**config.mk**
```make
export PLATFORM = sky130hd
export DESIGN_NAME = hash_table_requester_flat
export DESIGN_NICKNAME = d
export VERILOG_FILES = /design/src/rtl/hash_table_requester_if.sv /design/src/rtl/hash_table_requester.sv /design/src/flat_wrapper.sv
export SDC_FILE = /design/constraint.sdc
export NUM_CORES = 1
export LEC_CHECK = 0
export CAP_MARGIN = 40
export CORE_MARGIN = 5
export CORE_UTILIZATION = 43
export CTS_CLUSTER_DIAMETER = 40
export CTS_CLUSTER_SIZE = 12
export DETAILED_ROUTE_END_ITERATION = 8
export MAX_ROUTING_LAYER = met4
export PLACE_DENSITY = 0.81
export REMOVE_ABC_BUFFERS = 1
export SLEW_MARGIN = 20
export SYNTH_ARGS = -nofsm -noshare
export SYNTH_HDL_FRONTEND = slang
export SYNTH_SLANG_ARGS = --single-unit
```
**constraint.sdc**
```tcl
create_clock -name clk -period 2.6 [get_ports clk]
set_input_delay 0.39 -clock clk [delete_from_list [all_inputs] [get_ports clk]]
set_output_delay 0.39 -clock clk [all_outputs]
set_load 0.03 [all_outputs]
```
**src/rtl/hash_table_requester_if.sv**
```systemverilog
// Host/command/response/result bundle for hash_table_requester.
// master = requester side, slave = host/table environment side.
interface hash_table_requester_if #(
   parameter int unsigned KEY_WIDTH  = 15,
   parameter int unsigned DATA_WIDTH = 15
);
   localparam int unsigned CMD_WIDTH = 2 + DATA_WIDTH + KEY_WIDTH;

   logic                  host_valid_i;
   logic                  host_ready_o;
   logic [1:0]            host_op_i;
   logic [KEY_WIDTH-1:0]  host_key_i;
   logic [DATA_WIDTH-1:0] host_data_i;

   logic                  cmd_valid_o;
   logic                  cmd_ready_i;
   logic [CMD_WIDTH-1:0]  cmd_data_o;

   logic                  rsp_valid_i;
   logic                  rsp_ready_o;
   logic [31:0]           rsp_data_i;

   logic                  res_valid_o;
   logic                  res_ready_i;
   logic [1:0]            res_op_o;
   logic [DATA_WIDTH-1:0] res_data_o;
   logic [2:0]            res_status_o;
   logic                  spurious_o;

   modport master (
      input  host_valid_i, host_op_i, host_key_i, host_data_i,
      output host_ready_o,
      output cmd_valid_o, cmd_data_o,
      input  cmd_ready_i,
      input  rsp_valid_i, rsp_data_i,
      output rsp_ready_o,
      output res_valid_o, res_op_o, res_data_o, res_status_o, spurious_o,
      input  res_ready_i
   );

   modport slave (
      output host_valid_i, host_op_i, host_key_i, host_data_i,
      input  host_ready_o,
      input  cmd_valid_o, cmd_data_o,
      output cmd_ready_i,
      output rsp_valid_i, rsp_data_i,
      input  rsp_ready_o,
      input  res_valid_o, res_op_o, res_data_o, res_status_o, spurious_o,
      output res_ready_i
   );
endinterface

```
**src/rtl/hash_table_requester.sv**
```systemverilog
// Hash-table initiator: packs host ops into commands, tracks outstanding ops, decodes responses.
// Optional macro HASH_REQ_PAD_CHECK_EN: non-all-ones response padding yields PROTOCOL_ERR.
module hash_table_requester #(
   parameter int unsigned KEY_WIDTH       = 15,
   parameter int unsigned DATA_WIDTH      = 15,  // must be <= 27
   parameter int unsigned MAX_OUTSTANDING = 4    // power of two, >= 2
) (
   input logic                  clk,
   input logic                  reset,
   hash_table_requester_if.master bus
);
   localparam int unsigned CMD_WIDTH = 2 + DATA_WIDTH + KEY_WIDTH;
   localparam int unsigned PTR_W     = $clog2(MAX_OUTSTANDING);
   localparam int unsigned CNT_W     = PTR_W + 1;

   localparam logic [1:0] OP_NONE   = 2'b00;
   localparam logic [1:0] OP_READ   = 2'b01;
   localparam logic [1:0] OP_WRITE  = 2'b10;
   localparam logic [1:0] OP_DELETE = 2'b11;

   typedef enum logic [2:0] {
      ST_OK          = 3'd0,
      ST_NOT_FOUND   = 3'd1,
      ST_NO_SPACE    = 3'd2,
      ST_KEY_PRESENT = 3'd3,
      ST_NO_DEL      = 3'd4,
      ST_PROTO_ERR   = 3'd5
   } status_e;

   logic                  cmd_valid;
   logic [CMD_WIDTH-1:0]  cmd_data;
   logic [1:0]            op_fifo [MAX_OUTSTANDING];
   logic [PTR_W-1:0]      wr_ptr;
   logic [PTR_W-1:0]      rd_ptr;
   logic [CNT_W-1:0]      count;
   logic                  res_valid;
   logic [1:0]            res_op;
   logic [DATA_WIDTH-1:0] res_data;
   logic [2:0]            res_status;
   logic                  spurious;

   logic                  host_ready, host_hs, cmd_hs;
   logic                  rsp_ready, rsp_hs, fifo_empty, pop;
   logic [1:0]            head_op;
   logic [3:0]            flags, allowed;
   status_e               dec_status;
   logic [DATA_WIDTH-1:0] dec_data;

   // A command sitting in the output register counts against the limit, so the
   // counter can never pass MAX_OUTSTANDING even when the table accepts immediately.
   assign host_ready = (!cmd_valid || bus.cmd_ready_i) &&
                       ((count + CNT_W'(cmd_valid)) < CNT_W'(MAX_OUTSTANDING));
   assign host_hs    = bus.host_valid_i && host_ready;
   assign cmd_hs     = cmd_valid && bus.cmd_ready_i;
   assign rsp_ready  = !res_valid || bus.res_ready_i;
   assign rsp_hs     = bus.rsp_valid_i && rsp_ready;
   assign fifo_empty = (count == '0);
   assign pop        = rsp_hs && !fifo_empty;
   assign head_op    = op_fifo[rd_ptr];
   assign flags      = bus.rsp_data_i[31:28];

   // Response decode against the op at the head of the FIFO
   always_comb begin
      dec_status = ST_OK;
      dec_data   = '0;
      case (head_op)
         OP_READ:   allowed = 4'b0100;
         OP_WRITE:  allowed = 4'b1010;
         OP_DELETE: allowed = 4'b0001;
         default:   allowed = 4'b0000;
      endcase
      if (((flags & ~allowed) != 4'b0000) || ($countones(flags) > 1)) dec_status = ST_PROTO_ERR;
      else if (flags[3])                                              dec_status = ST_KEY_PRESENT;
      else if (flags[2])                                              dec_status = ST_NOT_FOUND;
      else if (flags[1])                                              dec_status = ST_NO_SPACE;
      else if (flags[0])                                              dec_status = ST_NO_DEL;
`ifdef HASH_REQ_PAD_CHECK_EN
      if (!(&bus.rsp_data_i[27:DATA_WIDTH])) dec_status = ST_PROTO_ERR;
`endif
      if (head_op == OP_READ && dec_status == ST_OK) dec_data = bus.rsp_data_i[DATA_WIDTH-1:0];
   end

`ifndef HASH_REQ_PAD_CHECK_EN
   logic unused_pad;
   assign unused_pad = ^bus.rsp_data_i[27:DATA_WIDTH];
`endif

   // Command output register; reserved op is consumed without issuing anything
   always_ff @(posedge clk or posedge reset) begin
      if (reset) begin
         cmd_valid <= 1'b0;
         cmd_data  <= '0;
      end else if (host_hs) begin
         cmd_valid <= (bus.host_op_i != OP_NONE);
         if (bus.host_op_i != OP_NONE)
            cmd_data <= {bus.host_op_i, bus.host_key_i, bus.host_data_i};
      end else if (cmd_hs) begin
         cmd_valid <= 1'b0;
      end
   end

   // In-order op FIFO and outstanding counter
   always_ff @(posedge clk or posedge reset) begin
      if (reset) begin
         for (int i = 0; i < int'(MAX_OUTSTANDING); i++) op_fifo[i] <= OP_NONE;
         wr_ptr <= '0;
         rd_ptr <= '0;
         count  <= '0;
      end else begin
         if (cmd_hs) begin
            op_fifo[wr_ptr] <= cmd_data[CMD_WIDTH-1 -: 2];
            wr_ptr          <= PTR_W'(wr_ptr + 1'b1);
         end
         if (pop) rd_ptr <= PTR_W'(rd_ptr + 1'b1);
         if (cmd_hs && !pop)      count <= CNT_W'(count + 1'b1);
         else if (!cmd_hs && pop) count <= CNT_W'(count - 1'b1);
      end
   end

   // Result register and sticky spurious-response flag
   always_ff @(posedge clk or posedge reset) begin
      if (reset) begin
         res_valid  <= 1'b0;
         res_op     <= '0;
         res_data   <= '0;
         res_status <= '0;
         spurious   <= 1'b0;
      end else begin
         if (pop) begin
            res_valid  <= 1'b1;
            res_op     <= head_op;
            res_data   <= dec_data;
            res_status <= dec_status;
         end else if (bus.res_ready_i) begin
            res_valid  <= 1'b0;
         end
         if (rsp_hs && fifo_empty) spurious <= 1'b1;
      end
   end

   assign bus.host_ready_o = host_ready;
   assign bus.cmd_valid_o  = cmd_valid;
   assign bus.cmd_data_o   = cmd_data;
   assign bus.rsp_ready_o  = rsp_ready;
   assign bus.res_valid_o  = res_valid;
   assign bus.res_op_o     = res_op;
   assign bus.res_data_o   = res_data;
   assign bus.res_status_o = res_status;
   assign bus.spurious_o   = spurious;
endmodule
```
**src/flat_wrapper.sv**
```systemverilog
// flat-port wrapper written by rule: the top's interface ports become plain ports
module hash_table_requester_flat 
#(
   parameter int unsigned KEY_WIDTH       = 15,
   parameter int unsigned DATA_WIDTH      = 15,                  
   parameter int unsigned MAX_OUTSTANDING = 4                         
)
  (clk, reset, bus_host_valid_i, bus_host_op_i, bus_host_key_i, bus_host_data_i, bus_host_ready_o, bus_cmd_valid_o, bus_cmd_data_o, bus_cmd_ready_i, bus_rsp_valid_i, bus_rsp_data_i, bus_rsp_ready_o, bus_res_valid_o, bus_res_op_o, bus_res_data_o, bus_res_status_o, bus_spurious_o, bus_res_ready_i);
  hash_table_requester_if #(.KEY_WIDTH(KEY_WIDTH), .DATA_WIDTH(DATA_WIDTH)) bus_i ();
  input logic clk;
  input logic reset;
  input wire logic [$bits(bus_i.host_valid_i)-1:0] bus_host_valid_i;
  input wire logic [$bits(bus_i.host_op_i)-1:0] bus_host_op_i;
  input wire logic [$bits(bus_i.host_key_i)-1:0] bus_host_key_i;
  input wire logic [$bits(bus_i.host_data_i)-1:0] bus_host_data_i;
  output wire logic [$bits(bus_i.host_ready_o)-1:0] bus_host_ready_o;
  output wire logic [$bits(bus_i.cmd_valid_o)-1:0] bus_cmd_valid_o;
  output wire logic [$bits(bus_i.cmd_data_o)-1:0] bus_cmd_data_o;
  input wire logic [$bits(bus_i.cmd_ready_i)-1:0] bus_cmd_ready_i;
  input wire logic [$bits(bus_i.rsp_valid_i)-1:0] bus_rsp_valid_i;
  input wire logic [$bits(bus_i.rsp_data_i)-1:0] bus_rsp_data_i;
  output wire logic [$bits(bus_i.rsp_ready_o)-1:0] bus_rsp_ready_o;
  output wire logic [$bits(bus_i.res_valid_o)-1:0] bus_res_valid_o;
  output wire logic [$bits(bus_i.res_op_o)-1:0] bus_res_op_o;
  output wire logic [$bits(bus_i.res_data_o)-1:0] bus_res_data_o;
  output wire logic [$bits(bus_i.res_status_o)-1:0] bus_res_status_o;
  output wire logic [$bits(bus_i.spurious_o)-1:0] bus_spurious_o;
  input wire logic [$bits(bus_i.res_ready_i)-1:0] bus_res_ready_i;
  assign bus_i.host_valid_i = bus_host_valid_i;
  assign bus_i.host_op_i = bus_host_op_i;
  assign bus_i.host_key_i = bus_host_key_i;
  assign bus_i.host_data_i = bus_host_data_i;
  assign bus_host_ready_o = bus_i.host_ready_o;
  assign bus_cmd_valid_o = bus_i.cmd_valid_o;
  assign bus_cmd_data_o = bus_i.cmd_data_o;
  assign bus_i.cmd_ready_i = bus_cmd_ready_i;
  assign bus_i.rsp_valid_i = bus_rsp_valid_i;
  assign bus_i.rsp_data_i = bus_rsp_data_i;
  assign bus_rsp_ready_o = bus_i.rsp_ready_o;
  assign bus_res_valid_o = bus_i.res_valid_o;
  assign bus_res_op_o = bus_i.res_op_o;
  assign bus_res_data_o = bus_i.res_data_o;
  assign bus_res_status_o = bus_i.res_status_o;
  assign bus_spurious_o = bus_i.spurious_o;
  assign bus_i.res_ready_i = bus_res_ready_i;
  hash_table_requester #(.KEY_WIDTH(KEY_WIDTH), .DATA_WIDTH(DATA_WIDTH), .MAX_OUTSTANDING(MAX_OUTSTANDING)) u_core (.clk(clk), .reset(reset), .bus(bus_i));
endmodule
```
==> impl_results.md, run 1 <==
- Fin crit share: 94.9%
- Initial DRC count: 57
- R2R setup slack: 390 ps
- Nets: 425
- Post-synth EDFFs: 0
- Routed WL per cell: approximately 16 um
- Cell area after synthesis: 3020 um^2
- Starting density of the core: 44.4%
- Worst Max-Slew Pin Slew: approximately 540 ps
- Sw Share: 38.3%
- Largest net degree at the start of global routing: 36
- Area delta synth->final: 50.8%
- Comb pwr share: 48.5%
- LEAKAGE: 1.97 nW
- Flop pwr share: 35.8%
- Post-cts resize count: 0
- Postcts setup bufs: 0
- Synth Flop Type: dfrtp_1
- Gr usage total: 16.8%
- Worst VDD drop: 699 uV
- Final Max Tran Viols: 0
- Clk_lat worst skew: 340 ps
- Clock Skews: 9.48 ps
- Setup violators final: 0
- Vias in the first global route: between 2000 and 2500
- Layout cells sized above 1: ~22%
- RSZ-0062 raised after global routing: false
- Routed WL: 6910 um
- Crit path time final: 2470 ps
- HP Class: in2async
- Pint: 3.07 mW
- Antenna viol nets, final: 0
- Global placement routability congestion: 0.859
- Site Rows: 30
- Status: finished clean
- Worst r2r dst: u_core.count[2]
- Die Width: 93.8 um
- Initial antenna violation count: 0
- Vias per cell: just under 5
- Clock Power Share: ~16%
- Number of synthesized register bits: 70
- Crit start category: input pin
- Total CTS buffers: 9
- Worst hold slack: 425 ps
- Synth Instances: 214
- # DRC: 0
- Antenna Cells: 0
- Buffers added on ports: 113
- Critical Path End Type: register
- Clock Tree Buf Depth: 2
- Hold Fails Final Rpt: 0
- Yosys warns: 0
- Clock slew at reported path FFs: 70 ps
- Die H: 93.8 um
- Root buf cell: clkbuf_8
- Sink Count: 70
- Core area: 6790 um^2
- Total number of vias: 2206
- Mean Syn Cell Area: around 14 um^2
- Crit Path Max Fanout: 15
- Slew HR: 64.0%
- Pwr per Cell Area: 1090 nW/um^2
- DP HPWL: 5300 um
- Die footprint: 8790 um^2
- CTS tree: built
- Hold_buf cts: 0
- Post-synth ARST share: 100%
- FMAX: 0.405 GHz
- Total grt overflow: 0
- I/O Pins: 127
- Crit path kind: in2reg
- H-tree depth: 3
- Reg2Reg Depth: 8
- DR pass1 iterations: 5
- Worst r2r src: u_core.count[0]
- Post-synth cell types: 40
- Sequential cell area fraction in the yosys report: roughly 58%
- First-pass GRT wire length: 11200 um
- Crit path required time: approximately 2900 ps
- Psw: 1.90 mW
- Max-cap viol count: 0
- Critical path arrival: between 2000 and 3000 ps
- Setup TNS: 0 ps
[per-stage QoR]
step / util (%) / setup WS (ps) / instances / power [mW] / instance area, um^2
final: 66.9 / 132 / 445 / 4.97 / 4550
after global routing: 66.9 / 4.84 / 445 / 5.27 / 4550
after CTS: 66.9 / 74.8 / 445 / 5.03 / 4550
after detailed placement: 64.3 / -270 / 429 / 4.25 / 4370
after global placement: 64.3 / -232 / 429 / 4.17 / 4370
after floorplan: - / -82.7 / 205 / 3.23 / 2970
[worst max-delay path: stages]
cell and delay (ps):
clkdlybuf4s50_1 470, inv_1 60, ha_1 280, nor2b_1 140
fa_1 450, nor2_1 120, nand4_1 200, nor4_4 320
buf_12 180, a22o_1 130
[power by group through the flow]
stage	combinational (mW)	clock [mW]	sequential, mW
after floorplan	0.884	0	2.34
after global placement	2.39	0	1.78
after detailed placement	2.44	0	1.80
after CTS	2.45	0.797	1.79
after global routing	2.58	0.852	1.85
final	2.41	0.777	1.78
[cell families after synthesis]
family                     Yosys count  synth area share [%]
and+or+nand+nor                     31                  6.26
xor gates and xnor gates             6                  1.74
adders and majority gates           11                  5.06
AOI/OAI and AO/OA                   33                  8.83
DFF                                 70                  58.1
muxes                               44                  17.3
buffers and inverters               19                  2.78
[cell type report]
class / instances / area, um^2
clock buffer: 11 / 141
multi-input combinational: 125 / 1180
timing repair buffer: 128 / 1280
fill: 511 / 2250
sequential: 70 / 1750
tap: 96 / 120
clock inverter: 5 / 35.0
inverter: 10 / 37.5
[cells in the final DEF (no fill, tap or decap), drive strengths merged, types with 3 or more instances in the layout]
cell           Yosys  layout
clkdlybuf4s50      0     113
dfrtp             70      70
mux2              41      41
a22o              17      17
buf                5      15
clkbuf             4      11
inv               10      10
ha                 9       9
nand2              8       8
nor2               5       5
nand4              4       4
xnor2              4       4
clkinv             0       4
a21o               3       3
o211ai             3       3
[cells in the mapped netlist (2+ instances only)]
master | number | share of area (%)
a22o_1 | 17 | 4.9
nor4b_1 | 2 | 0.58
xor2_1 | 2 | 0.58
xnor2_1 | 4 | 1.2
fa_1 | 2 | 1.3
nand4_1 | 4 | 0.83
o211ai_1 | 3 | 0.75
clkbuf_1 | 4 | 0.50
nor2_1 | 5 | 0.62
a21o_1 | 3 | 0.75
dfrtp_1 | 70 | 58
nand2_1 | 8 | 1.0
a21oi_1 | 2 | 0.33
ha_1 | 9 | 3.7
inv_1 | 10 | 1.2
nor3_1 | 2 | 0.33
buf_2 | 4 | 0.66
mux2_2 | 41 | 15
[layer usage]
layer,vias up,part of all wire [%],GRT usage [%]
met5,-,0,-
met3,5,7.0,3.61
li1,1034,-,-
met2,87,50,26.5
met4,0,0.93,6.26
met1,1080,42,21.3
[worst max-delay path by stage]
stage	from	end	slack (ps)
6_report	bus_rsp_data_i[30]	u_core.bus.res_data_o[7]	130
5_1_grt	bus_rsp_data_i[30]	u_core.bus.res_status_o[2]	5
4_1_cts	bus_rsp_data_i[30]	u_core.bus.res_data_o[8]	70
3_5_place_dp	bus_rsp_data_i[30]	u_core.bus.res_data_o[8]	-270
3_3_place_gp	bus_rsp_data_i[30]	u_core.bus.res_data_o[7]	-230
2_1_floorplan	u_core.bus.res_valid_o	u_core.count[1]	-80
[flip-flops by register name, summed over array words and instances (netlist names)]
| register | flops |
|---|---|
| u_core.count | 3 |
| u_core.bus.res_valid_o | 1 |
| u_core.bus.res_status_o | 3 |
| u_core.bus.spurious_o | 1 |
| u_core.op_fifo | 8 |
| u_core.wr_ptr | 2 |
| u_core.bus.cmd_valid_o | 1 |
| u_core.bus.res_op_o | 2 |
| u_core.rd_ptr | 2 |
| u_core.bus.res_data_o | 15 |
| u_core.bus.cmd_data_o | 32 |
No activity file was read; power rests on OpenSTA's default activity.
==> run 2, diff against run 1 <==
--- a/config.mk
+++ b/config.mk
@@ -9,12 +9,12 @@
 export CORE_MARGIN = 5
 export CORE_UTILIZATION = 43
 export CTS_CLUSTER_DIAMETER = 40
-export CTS_CLUSTER_SIZE = 12
+export CTS_CLUSTER_SIZE = 24
 export DETAILED_ROUTE_END_ITERATION = 8
 export MAX_ROUTING_LAYER = met4
-export PLACE_DENSITY = 0.81
+export PLACE_DENSITY = 0.89
 export REMOVE_ABC_BUFFERS = 1
-export SLEW_MARGIN = 20
+export SLEW_MARGIN = 25
 export SYNTH_ARGS = -nofsm -noshare
 export SYNTH_HDL_FRONTEND = slang
 export SYNTH_SLANG_ARGS = --single-unit
==> run 2 against run 1 <==
Compared with the run above:
- clock power grew 35%
- highest routed layer unchanged
- hold slack gained 51 ps
- non-clock buffer count shrank 1
- maximum frequency shrank 0.72%
- flip-flop and latch count is the same
- sequential power is essentially flat
- combinational power is essentially flat
- clock-buffer cell count shrank 1
- register-to-register slack is essentially flat
- critical endpoint is now u_core.bus.res_data_o[3]
==> impl_results.md, run 2 (same netlist as run 1, synthesis figures left out) <==
- Status: finished clean
- Total design power: 5.27 mW
- Final Cell Area: 4610 um^2
- Crit path required time: between 2000 and 3000 ps
- Clock Tree Buf Depth: 2
- Setup violators final: 0
- Fillers: 487
- Largest net degree at the start of global routing: 41
- RSZ-0062 raised after global routing: false
- Reg2Reg Depth: 8
- Crit Path Max Fanout: 15
- Max-cap viol count: 0
- Global placement routability congestion: 0.844
- Vias in the first global route: 2409
- Die H: 93.8 um
- Nets: 424
- Final core utilization: 67.8%
- Slew HR: 55.2%
- CTS tree: built
- Crit start category: input pin
- Initial DRC count: ~120
- Routed WL per cell: 16.3 um
- Comb pwr share: between 40% and 50%
- Hold Fails Final Rpt: 0
- Clock slew at reported path FFs: 70 ps
- DP HPWL: 5310 um
- Sw Share: 36.7%
- Critical Path End Type: register
- Worst hold slack: 476 ps
- Fin crit share: 95.6%
- Most frequent cells in the layout: clkdlybuf4s50_1 (113), dfrtp_1 (70), mux2_2 (41), a22o_1 (17), buf_4 (11)
- Placed Cells: ~430
- Reg area: 1750 um^2
- Max FFs per register: 32
- H-tree depth: 3
- LEAKAGE: about 2 nW
- Site Rows: 30
- DR pass1 iterations: 4
- Clock Skews: around 7.2 ps
- FMAX: 0.402 GHz
- Total grt overflow: 0
- Pwr per Cell Area: 1140 nW/um^2
- Die footprint: about 8800 um^2
- Critical path arrival: 2750 ps
- Pint: 3.33 mW
- Flop pwr share: 34.0%
- I/O Pins: 127
- Area occupied by multi-input gates: 1190 um^2
- HP Class: in2async
- Antenna viol nets, final: 0
- Crit path time final: 2490 ps
- Area delta synth->final: 52.8%
- Layout cells sized above 1: 22.1%
- Sink Count: 70
- Root buf cell: clkbuf_8
- Worst Max-Slew Pin Slew: 671 ps
- Commonest non-fill, non-tap cell in the layout: clkdlybuf4s50_1
- Buffers added on ports: 113
- Crit path kind: in2reg
- Non-Filler Instances: 444
- First-pass GRT wire length: 11700 um
- Antenna Cells: 0
- Worst r2r src: u_core.count[0]
- Die Width: approximately 94 um
- Postcts setup bufs: 0
- Psw: 1.93 mW
- Worst VDD drop: 856 uV
- Starting density of the core: between 40% and 50%
- Vias per cell: 4.95
- R2R setup slack: around 380 ps
- Routed WL: 7220 um
- Clock Power Share: 19.9%
- Placed Instance Area: 4360 um^2
- # DRC: 0
- Initial antenna violation count: 0
- Clk_lat worst skew: 330 ps
- Gr usage total: 17.5%
- Final Max Tran Viols: 0
- Total CTS buffers: 9
- Core area: just under 7000 um^2
- Total number of vias: 2198
- Worst r2r dst: u_core.count[2]
run 2: changes by cell type in the layout (fill, tap and decap cells not counted), sizes merged:
cell      change
buf           -1
bufinv        +3
clkbuf        -1
clkinvlp      +1
clkinv        -3
run 2: layout make-up:
type                       count  area share, %
sequential                    70           38.0
timing repair buffer         127           27.6
multi-input combinational    125           25.8
clock buffer                  10           2.77
tap                           96           2.61
clock inverter                 6           2.39
inverter                      10          0.815
run 2: worst max path at each step:
stage	startpoint	end	slack, ps	cells after the start
2_1_floorplan	u_core.bus.res_valid_o	u_core.count[1]	-80	6
4_1_cts	bus_rsp_data_i[30]	u_core.bus.res_data_o[3]	50	10
5_1_grt	bus_rsp_data_i[30]	u_core.bus.res_data_o[6]	4	10
6_report	bus_rsp_data_i[30]	u_core.bus.res_data_o[3]	110	10
3_3_place_gp	bus_rsp_data_i[30]	u_core.bus.res_status_o[2]	-250	10
3_5_place_dp	bus_rsp_data_i[30]	u_core.bus.res_status_o[2]	-290	10
run 2: power groups by stage:
stage | Sequential, mW | Combinational [mW] | Clock (mW)
final | 1.79 | 2.43 | 1.05
after detailed placement | 1.81 | 2.44 | 0
after floorplan | 2.34 | 0.884 | 0
after global placement | 1.78 | 2.39 | 0
after CTS | 1.79 | 2.45 | 1.07
after global routing | 1.85 | 2.58 | 1.12
run 2: critical path, stage by stage:
cell and delay [ps]:
clkdlybuf4s50_1 480, inv_1 70, ha_1 290, nor2b_1 140
fa_1 460, nor2_1 130, nand4_1 180, nor4_4 310
buf_12 180, a22o_1 130
run 2: metrics by stage:
step	setup WS (ps)	setup TNS (ps)
2_1_floorplan	-82.7	-82.7
3_3_place_gp	-251	-4000
3_5_place_dp	-291	-4670
4_1_cts	45.1	0
5_1_grt	3.59	0
6_report	114	0
run 2: repair_timing:
action | in CTS | in global routing
gates resized for setup | 0 | 2
hold buffers | 0 | 0
setup endpoints to repair | 0 | 16
run 2: metal layers:
metal  up-vias  track usage, %  part of all wire, %
li1       1031               -                    -
met5         -               -                    0
met1      1077            21.4                   43
met3        15            3.93                  5.3
met4         0            7.22                  2.0
met2        75            28.1                   50
==> run 3, diff against run 2 <==
--- a/config.mk
+++ b/config.mk
@@ -7,12 +7,13 @@
 export LEC_CHECK = 0
 export CAP_MARGIN = 40
 export CORE_MARGIN = 5
-export CORE_UTILIZATION = 43
+export CORE_UTILIZATION = 46
 export CTS_CLUSTER_DIAMETER = 40
 export CTS_CLUSTER_SIZE = 24
 export DETAILED_ROUTE_END_ITERATION = 8
+export DONT_BUFFER_PORTS = 1
 export MAX_ROUTING_LAYER = met4
-export PLACE_DENSITY = 0.89
+export PLACE_DENSITY = 0.71
 export REMOVE_ABC_BUFFERS = 1
 export SLEW_MARGIN = 25
 export SYNTH_ARGS = -nofsm -noshare
==> constraint.sdc (replaced) <==
create_clock -name clk -period 2.2 [get_ports clk]
set_input_delay 0.33 -clock clk [delete_from_list [all_inputs] [get_ports clk]]
set_output_delay 0.33 -clock clk [all_outputs]
set_load 0.03 [all_outputs]
==> run 3 against run 2 <==
Compared with the run above:
- core utilization shrank 14 points
- register-to-register slack worse by 200 ps
- first-iteration DRC count decreased by 48%
- cell count fell by 30%
- flip-flop and latch count is the same
- routed wire length is 15% lower
- critical path type is now reg2reg
- via count down 20%
- total power shrank 1.2%
- largest power group is now sequential cells
- non-clock buffer count shrank 114
- setup slack gained 61 ps
- sequential power increased by 58%
==> impl_results.md, run 3 (same netlist as run 1, synthesis figures left out) <==
- Max-cap viol count: 0
- HP Class: in2reg
- Sink Count: 70
- Hold depth: 1
- Area occupied by multi-input gates: 1180 um^2
- Clock Skews: about 16 ps
- Hold Fails Final Rpt: 0
- Status: finished clean
- Commonest non-fill, non-tap cell in the layout: dfrtp_1
- Starting density of the core: 47.5%
- Setup violators final: 0
- Antenna Cells: 0
- CTS tree: built
- Clock Tree Buf Depth: 2
- Site Rows: 29
- WP depth: 8
- Worst Max-Slew Pin Slew: 581 ps
- RSZ-0062 raised after global routing: false
- Total CTS buffers: 9
- Pwr per Cell Area: 1530 nW/um^2
- Fin crit share: between 90 and 100%
- First-pass GRT wire length: 10100 um
- Buf/Inv on CP: 1
- Largest net degree at the start of global routing: 45
- Vias per cell: around 5.7
- CP max stage cell: dfrtp_2
- Reg area: 1750 um^2
- Routed WL per cell: 19.8 um
- Die Width: between 90 and 100 um
- Placed Cells: approximately 300
- Fin worst setup slack: 175 ps
- # DRC: 0
- Routed WL: roughly 6200 um
- FMAX: slightly below 0.5 GHz
- Layout cells sized above 1: 31.8%
- Die footprint: 8280 um^2
- Global placement routability congestion: 0.831
- Clock slew at reported path FFs: 80 ps
- Worst VDD drop: 909 uV
- Max FFs per register: 32
- Reg2Reg Depth: 8
- Crit-path most repeated cell: xor2_1
- DR pass1 iterations: 4
- LEAKAGE: roughly 1.5 nW
- Initial antenna violation count: 0
- Critical Path End Type: register
- Buffers added on ports: 0
- CP Cell Sequence: or3_1 -> nand3_1 -> ha_1 -> inv_1 -> fa_1 -> xor2_1 -> nor2_1 -> xor2_1
- Slew HR: 61.2%
- Worst stage delay on the critical path: 440 ps
- Vias in the first global route: about 2000
- I/O Pins: 127
- Area delta synth->final: 12.5%
- Nets: 310
- Crit path kind: reg2reg
- DP Worst Slack: -135 ps
- Total number of vias: between 1500 and 2000
- Crit path time final: approximately 2000 ps
- Initial DRC count: 61
- Clk_lat worst skew: 340 ps
- Core area: ~6300 um^2
- Root buf cell: clkbuf_8
- DP HPWL: between 4000 and 5000 um
- Worst path top cell family by delay: adder cells
- Total grt overflow: 0
- Non-Filler Instances: 310
- Critical path arrival: 2280 ps
- Crit path required time: 2450 ps
- Antenna viol nets, final: 0
- H-tree depth: 3
- Most frequent cells in the layout: dfrtp_1 (69), mux2_2 (41), a22o_1 (17), clkbuf_8 (10)
- Die H: between 90 and 100 um
- Crit Path Max Fanout: 5
- Gr usage total: 15.7%
- Fillers: between 500 and 600
- Final Max Tran Viols: 0
- Crit start category: register
[run 3: changes by cell type in the layout (fill, tap and decap cells not counted), sizes merged]
cell / previous run / this run
bufinv: 3 / 1
clkinvlp: 2 / 1
buf: 14 / 12
clkdlybuf4s50: 113 / 0
dlygate4sd3: 0 / 1
clkinv: 1 / 2
clkbuf: 10 / 11
[run 3: final timing paths]
kind	startpoint	end	slack [ps]
max	u_core.count[2]	u_core.count[2]	180
max in group asynchronous	reset	u_core.bus.cmd_data_o[24]	1050
min	bus_rsp_data_i[8]	u_core.bus.res_data_o[8]	120
max reg2reg	u_core.count[2]	u_core.count[2]	180
min reg2reg	u_core.op_fifo[3]	u_core.op_fifo[3]	500
min in group asynchronous	reset	u_core.bus.cmd_data_o[21]	530
[run 3: layout make-up]
| cell class | instances | share of cell area, % |
|---|---|---|
| timing repair buffer | 13 | 4.05 |
| tap | 77 | 2.84 |
| clock buffer | 11 | 4.17 |
| sequential | 70 | 51.6 |
| inverter | 10 | 1.11 |
| clock inverter | 4 | 1.40 |
| multi-input combinational | 125 | 34.8 |
[run 3: power breakdown]
group | internal (mW) | total (mW) | leakage [nW] | switching [mW]
combinational | 0.759 | 1.38 | 0.583 | 0.620
clock | 0.545 | 0.992 | 0.0952 | 0.448
sequential | 1.77 | 2.83 | 0.854 | 1.06
total | 3.08 | 5.20 | 1.53 | 2.12
[run 3: timing repair]
action | 4_1_cts | 5_1_grt
gates resized for setup | 0 | 1
buffers inserted | 0 | 0
hold buffers | 1 | 0
setup endpoints to repair | 0 | 1
endpoints found under the hold margin | 26 | 0
[run 3: through the flow]
stage | hold slack, ps | util [%] | instance area (um^2) | total power, mW | TNS, ps
after global placement | 309 | 50.3 | 3190 | 4.19 | -1710
after CTS | 98.0 | 53.4 | 3390 | 5.28 | 0
after floorplan | 461 | - | 2970 | 3.81 | -3370
final | 115 | 53.5 | 3390 | 5.20 | 0
after detailed placement | 315 | 50.3 | 3190 | 4.26 | -1950
after global routing | 95.9 | 53.5 | 3390 | 5.53 | 0
[run 3: routing by layer]
metal / vias up / wire length (um) / GRT usage, %
met3: 6 / 711 / 8.26
met1: 868 / 2450 / 18.8
met5: - / 0 / -
met4: 0 / 62 / 5.13
met2: 84 / 2930 / 22.8
li1: 800 / - / -
[run 3: worst register-to-register path, cell delays in order (launching register included)]
cell and delay (ps):
dfrtp_2 440, or3_1 340, nand3_1 130, ha_1 200, inv_1 60, fa_1 380
xor2_1 150, nor2_1 110, xor2_1 150
